===== src/rtl/fft_pkg.sv =====
// fft_pkg: shared sizes, complex word packing helpers and sequencer state encoding for the 16-point FFT.
package fft_pkg;
    localparam int FFT_N   = 16;
    localparam int CPLX_W  = 32;
    localparam int HALF_W  = 16;
    localparam int FRAME_W = FFT_N * CPLX_W;
    localparam int IDX_W   = 4;

    typedef enum logic [1:0] {
        ST_IDLE,
        ST_SETTLE,
        ST_HOLD
    } seq_state_e;

    function automatic logic [CPLX_W-1:0] cplx_pack(input logic [HALF_W-1:0] re, input logic [HALF_W-1:0] im);
        return {re, im};
    endfunction

    function automatic logic [HALF_W-1:0] cplx_re(input logic [CPLX_W-1:0] w);
        return w[CPLX_W-1:HALF_W];
    endfunction

    function automatic logic [HALF_W-1:0] cplx_im(input logic [CPLX_W-1:0] w);
        return w[HALF_W-1:0];
    endfunction
endpackage


===== src/rtl/fft_in_bank.sv =====
// fft_in_bank: 16x32 sample bank with indexed write, zero-fill past an early last sample, full flag and clear.
module fft_in_bank
    import fft_pkg::*;
(
    input  logic               clk,
    input  logic               rst,
    input  logic               we_i,
    input  logic [IDX_W-1:0]   idx_i,
    input  logic [CPLX_W-1:0]  data_i,
    input  logic               last_i,
    input  logic               clr_i,
    output logic [FRAME_W-1:0] frame_o,
    output logic               full_o
);
    logic [FFT_N-1:0][CPLX_W-1:0] mem_q, mem_d;
    logic                         full_q, full_d;

    // clear is applied before a completing write so a freed bank can refill in the same cycle
    always_comb begin
        mem_d  = mem_q;
        full_d = full_q && !clr_i;
        if (we_i) begin
            for (int k = 0; k < FFT_N; k++) begin
                if (k == int'(idx_i)) mem_d[k] = data_i;
                else if (last_i && k > int'(idx_i)) mem_d[k] = cplx_pack('0, '0);
            end
            full_d = full_d || last_i || idx_i == IDX_W'(FFT_N - 1);
        end
    end

    always_ff @(posedge clk or negedge rst) begin
        if (!rst) begin
            mem_q  <= '0;
            full_q <= 1'b0;
        end else begin
            mem_q  <= mem_d;
            full_q <= full_d;
        end
    end

    assign frame_o = mem_q;
    assign full_o  = full_q;
endmodule


===== src/rtl/fft_frame_seq.sv =====
// fft_frame_seq: gathers serial samples into 16-word frames, drives the FFT core and holds its results.
// FFT_FRAME_SEQ_PINGPONG_EN selects two input banks; otherwise a single bank is used.
module fft_frame_seq
    import fft_pkg::*;
#(
    parameter int CORE_LAT   = 1,
    parameter int FRAME_ID_W = 8
) (
    input  logic                  clk,
    input  logic                  rst,
    input  logic [CPLX_W-1:0]     in_d,
    input  logic                  in_valid,
    input  logic                  in_last,
    output logic                  in_ready,
    output logic [FRAME_W-1:0]    core_in,
    input  logic [FRAME_W-1:0]    core_out,
    output logic [FRAME_W-1:0]    out_d,
    output logic                  out_valid,
    input  logic                  out_ready,
    output logic [FRAME_ID_W-1:0] frame_id,
    output logic                  done
);
`ifdef FFT_FRAME_SEQ_PINGPONG_EN
    localparam logic PP = 1'b1;
`else
    localparam logic PP = 1'b0;
`endif
    localparam int NB = PP ? 2 : 1;

    logic [1:0]                  full;
    logic [1:0][FRAME_W-1:0]     bank_frame;
    logic                        acc, comp, hs, fin;
    logic [IDX_W-1:0]            wr_idx_q, wr_idx_d;
    logic                        wr_bank_q, wr_bank_d, rd_bank_q, rd_bank_d;
    logic                        pend_q, pend_d;
    logic [1:0]                  tag_q, tag_d;
    seq_state_e                  st_q, st_d;
    logic [2:0]                  cnt_q, cnt_d;
    logic [FRAME_W-1:0]          res_q, res_d;
    logic [FRAME_ID_W-1:0]       fid_q, fid_d, fcnt_q, fcnt_d;

    genvar b;
    for (b = 0; b < 2; b++) begin : g_bank
        if (b < NB) begin : g_on
            fft_in_bank u_bank (
                .clk     (clk),
                .rst     (rst),
                .we_i    (acc && wr_bank_q == 1'(b)),
                .idx_i   (wr_idx_q),
                .data_i  (in_d),
                .last_i  (in_last),
                .clr_i   (hs && rd_bank_q == 1'(b)),
                .frame_o (bank_frame[b]),
                .full_o  (full[b])
            );
        end else begin : g_off
            assign bank_frame[b] = '0;
            assign full[b]       = 1'b0;
        end
    end

    assign in_ready  = !full[wr_bank_q] && !pend_q;
    assign acc       = in_valid && in_ready;
    assign comp      = acc && (in_last || wr_idx_q == IDX_W'(FFT_N - 1));
    assign hs        = st_q == ST_HOLD && out_ready;
    assign fin       = hs && tag_q[rd_bank_q];
    assign core_in   = bank_frame[rd_bank_q];
    assign out_d     = res_q;
    assign out_valid = st_q == ST_HOLD;
    assign frame_id  = fid_q;
    assign done      = fin;

    // the frame tagged by in_last re-arms everything for a fresh stream when it is accepted downstream
    always_comb begin
        wr_idx_d  = comp ? '0 : acc ? wr_idx_q + 1'b1 : wr_idx_q;
        wr_bank_d = fin ? 1'b0 : comp ? (PP & ~wr_bank_q) : wr_bank_q;
        rd_bank_d = fin ? 1'b0 : hs ? (PP & ~rd_bank_q) : rd_bank_q;
        pend_d    = fin ? 1'b0 : pend_q || (acc && in_last);
        tag_d     = tag_q;
        if (hs) tag_d[rd_bank_q] = 1'b0;
        if (comp) tag_d[wr_bank_q] = in_last;
    end

    // a bank completing this cycle starts the settle count at once so out_valid lands CORE_LAT after full
    always_comb begin
        st_d   = st_q;
        cnt_d  = cnt_q;
        res_d  = res_q;
        fid_d  = fid_q;
        fcnt_d = fcnt_q;
        case (st_q)
            ST_IDLE: begin
                if (full[rd_bank_q] || (comp && wr_bank_q == rd_bank_q)) begin
                    st_d  = ST_SETTLE;
                    cnt_d = 3'(CORE_LAT - 1);
                end
            end
            ST_SETTLE: begin
                if (cnt_q == '0) begin
                    st_d  = ST_HOLD;
                    res_d = core_out;
                    fid_d = fcnt_q;
                end else begin
                    cnt_d = cnt_q - 1'b1;
                end
            end
            ST_HOLD: begin
                if (out_ready) begin
                    st_d   = ST_IDLE;
                    fcnt_d = fin ? '0 : fcnt_q + 1'b1;
                end
            end
            default: st_d = ST_IDLE;
        endcase
    end

    always_ff @(posedge clk or negedge rst) begin
        if (!rst) begin
            wr_idx_q  <= '0;
            wr_bank_q <= 1'b0;
            rd_bank_q <= 1'b0;
            pend_q    <= 1'b0;
            tag_q     <= '0;
            st_q      <= ST_IDLE;
            cnt_q     <= '0;
            res_q     <= '0;
            fid_q     <= '0;
            fcnt_q    <= '0;
        end else begin
            wr_idx_q  <= wr_idx_d;
            wr_bank_q <= wr_bank_d;
            rd_bank_q <= rd_bank_d;
            pend_q    <= pend_d;
            tag_q     <= tag_d;
            st_q      <= st_d;
            cnt_q     <= cnt_d;
            res_q     <= res_d;
            fid_q     <= fid_d;
            fcnt_q    <= fcnt_d;
        end
    end
endmodule

===== config.mk =====
export PLATFORM = sky130hd
export DESIGN_NAME = fft_frame_seq
export DESIGN_NICKNAME = d
export VERILOG_FILES = /design/src/rtl/fft_pkg.sv /design/src/rtl/fft_in_bank.sv /design/src/rtl/fft_frame_seq.sv
export SDC_FILE = /design/constraint.sdc
export NUM_CORES = 1
export LEC_CHECK = 0
export CAP_MARGIN = 10
export CELL_PAD_IN_SITES_DETAIL_PLACEMENT = 1
export CELL_PAD_IN_SITES_GLOBAL_PLACEMENT = 2
export CORE_AREA = 2 2 622 624
export DETAILED_ROUTE_END_ITERATION = 8
export DIE_AREA = 0 0 624 626
export PLACE_DENSITY_LB_ADDON = 0.1
export SKIP_CTS_REPAIR_TIMING = 1
export SLEW_MARGIN = 20
export SYNTH_ARGS = -nofsm -noshare
export SYNTH_HDL_FRONTEND = slang
export SYNTH_SLANG_ARGS = --single-unit

===== constraint.sdc =====
create_clock -name clk -period 2.86 [get_ports clk]
set_input_delay 0.429 -clock clk [delete_from_list [all_inputs] [get_ports clk]]
set_output_delay 0.429 -clock clk [all_outputs]
set_load 0.05 [all_outputs]

==> results summary <==
The final core area utilization came out at 0.181. The type of element capturing the critical path is an output pin. The number of vias in the routed layout is approximately 35000.

The cell area power density came out at around 1400 nW/um^2. The post-route antenna net violation count came out at 0. The critical path is of the reg -> out type. The later pin in the worst-skew pair is clocked with a latency of about 0.84 ns. The number of distinct library cell variants in the gate-level netlist after synthesis is 60. The setup TNS came out at 0 ns. The part of the cycle the worst path needs came out at 0.984.

Summed over all layers, the routed wires come to between 300000 and 400000 microns. For this design the static power due to leakage is around 28 nW. The multi-input combinational cells in the finished layout cover a total of between 10000 and 15000 sq um. The number of buffers and inverters on the critical path is 1.

The core outline area is around 380000 sq um. The slowest stage of the critical path is the clkdlybuf4s50_1 cell. The min-delay analysis places its worst path in the category in -> async. The worst setup path is launched from a flop. The number of H-tree levels is 4.

During synthesis, Yosys emitted a total of 0 warnings. The via count of the first global-routing pass is 36591. The tree is rooted in a clkbuf_16. The routed length per placed instance came out at between 30 and 40 microns.

The endpoint arrival time on the critical path is ~2.4 ns. The number of CTS-inserted buffers is 162. The sequential-to-total area share from yosys stat is 0.633. The number of slew-limit violations in the final report came out at 0. Sorting the synthesized cells by area gives the leading types as dfrtp_1 (63%), mux2_2 (15%), a22o_1 (4.7%). In the layout the commonest cells are clkdlybuf4s50_1 (1482), dfrtp_1 (1052), mux2_2 (554). The primary flip-flop cell chosen by synthesis mapping is dfrtp_1.

The count of flip-flops with a built-in enable after synthesis is 0. The largest net degree at the start of global routing came out at 83. The async set or reset register ratio after synthesis came out at 1.00. Summing all flip-flop and latch instances after layout gives roughly 26000 sq um. The measured slew at the worst slew-check pin is around 1.0 ns. The number of cell rows came out at roughly 230. Data on the critical path is required at its endpoint by 2.43 ns. For this run, the total global-route usage over all layers was measured as 0.170.

TritonCTS built the clock tree. The most frequent standard cell in the layout excluding fill and tap cells is clkdlybuf4s50_1. The area share of the largest cell type after synthesis came out at 0.633. The I/O pin count is around 1600.

Traced cell by cell, the critical path runs through clkdlybuf4s50_1. The length of the first detailed-routing pass in iterations came out at 5. The count of fill cells added during filler insertion came out at approximately 43000. The layout overhead on the synthesized area came out at 67.0%. The number of hold violations in the final report is 0. For this configuration, the core starts out at a cell density of 0.108.

Along the worst path, the maximum fanout reaches 2. The fraction of final layout cells with drive strength greater than 1 is 0.220. The initial antenna violation count was 156.

The count of state elements after synthesis came out at between 1000 and 1500. The detailed-route DRC error count is 0. The first global-routing pass estimated roughly 430000 microns of wire. Setup repair after global routing left no endpoint under its margin.

The floorplan step defined a die boundary enclosing approximately 400000 sq um. The final design instance area without fill came out at ~69000 sq um. Setup violations remaining at the end of the flow were counted as 0. The weighted congestion reported at the end of routability-driven placement is roughly 0.84.

For the worst flop-to-flop path, the logic depth is 9. The instance count on the critical path came out at 1. The cell count after synthesis came out at 3147. The post-synthesis instance area came out at between 40000 and 50000 sq um.

The flow ran to the end, and the final reports show no timing, DRC or antenna violations. The worst ir drop on vdd came out at roughly 0.00053 V. The post-synth net total is roughly 3700.

The first-iteration detailed-routing DRC count came out at approximately 1700. The maximum clock insertion buffer count came out at 4. For the final database, setup skew stands at roughly 0.044 ns. The post-route minimum period came out at roughly 2.8 ns.

In this run the tool buffered the top-level ports with 1583 buffer cells. The maximum cell stage delay along the critical path came out at 0.90 ns. The tightest slew margin relative to the limit came out at 0.303. Clock-pin slew was measured on the worst setup and hold paths at ~0.050 ns. The mean instance size in the synthesized netlist came out at ~13 sq um.

The CTS sink count came out at ~1100. The maximum clock rate is around 0.36 GHz. The max-cap violation count is 0. The synthesized design spends more area on one cell type than any other, namely dfrtp_1. The net count of the finished layout is ~5300. From bottom edge to top edge, the die measures roughly 630 microns. The largest delay contributor family on the critical path is buffers and inverters. The area of placed instances came out at between 60000 and 70000 sq um. Measured along the x axis, the die boundary spans around 620 microns. After legalization and detailed placement, the total HPWL measured 270000 microns. The post-detailed-route via-to-cell ratio is 3.45.

The worst register-to-register path has a setup slack of roughly 0.47 ns. Summed over all layers, the global routing overflow is 0.
==> registers in the layout, indices dropped and copies added (netlist names) <==
name                        cells
cnt_q                           3
fcnt_q                          8
frame_id                        8
g_bank.g_on.u_bank.frame_o    512
g_bank.g_on.u_bank.full_o       1
out_d                         512
pend_q                          1
st_q                            2
tag_q                           1
wr_idx_q                        4
==> cell type report <==
cell class	count	area share
Clock buffer	254	0.0681
Multi-Input combinational cell	1710	0.197
Tap cell	5060	0.0912
Clock inverter	26	0.00452
Timing Repair Buffer	1757	0.253
Inverter	106	0.00575
Sequential cell	1052	0.379
Antenna cell	29	0.00104
==> worst paths after layout <==
check | from | endpoint
max | out_d[84] | out_d[84]
min | rst | g_bank[0].g_on.u_bank.frame_o[243]
max reg2reg | cnt_q[0] | out_d[233]
min reg2reg | g_bank[0].g_on.u_bank.frame_o[257] | g_bank[0].g_on.u_bank.frame_o[257]
max in group asynchronous | rst | out_d[159]
min in group clk | core_out[0] | out_d[0]
==> synth_stat cells, drive strengths merged (3+ instances only) <==
cell / instances
dfrtp: 1052
mux2: 554
nand2: 271
nand3: 259
a22o: 225
clkbuf: 141
buf: 138
o211ai: 131
inv: 106
o21ai: 70
mux2i: 66
nand4: 33
and2: 11
ha: 8
nor2: 7
and3: 6
nor2b: 6
a21oi: 5
a211o: 4
nand2b: 4
nor3: 4
nor4b: 4
o21a: 4
and3b: 3
and4bb: 3
nor3b: 3
==> metal layers <==
layer,vias to the layer above,track usage,share of wire
met3,510,0.0593,0.079
met1,18108,0.167,0.34
met5,-,0,0.00085
met4,44,0.0568,0.040
li1,14517,-,-
met2,1330,0.327,0.54
==> cell families (layout without fill, tap and decap cells) <==
group	after synthesis	after routing	share of synthesized area
AO/OA/AOI/OAI	456	456	0.0858
XOR/XNOR	1	1	0.000211
adder cells (fa/ha/maj)	8	8	0.00241
buffers and inverters	385	2143	0.0412
flip-flops	1052	1052	0.633
multiplexers	620	620	0.166
other	0	29	0
AND/OR/NAND/NOR	625	625	0.0715
==> stage by stage <==
stage | hold slack [ns] | power [mW] | instances | setup slack (ns)
finish | 0.153 | 100 | 9994 | 0.0446
detailed placement | 0.461 | 81.9 | 9684 | 0.216
floorplan | 0.133 | 55.9 | 3147 | 0.876
global route | 0.103 | 104 | 9973 | 0.0116
CTS | -0.507 | 103 | 9964 | -0.111
global placement | 0.454 | 81.7 | 9684 | 0.231
==> power by group <==
group | switching, mW | internal (mW) | total (mW)
clock | 8.38 | 11.6 | 20.0
sequential | 4.72 | 21.0 | 25.7
combinational | 37.2 | 17.4 | 54.6
total | 50.3 | 50.0 | 100
(Power assumes the default switching activity.)
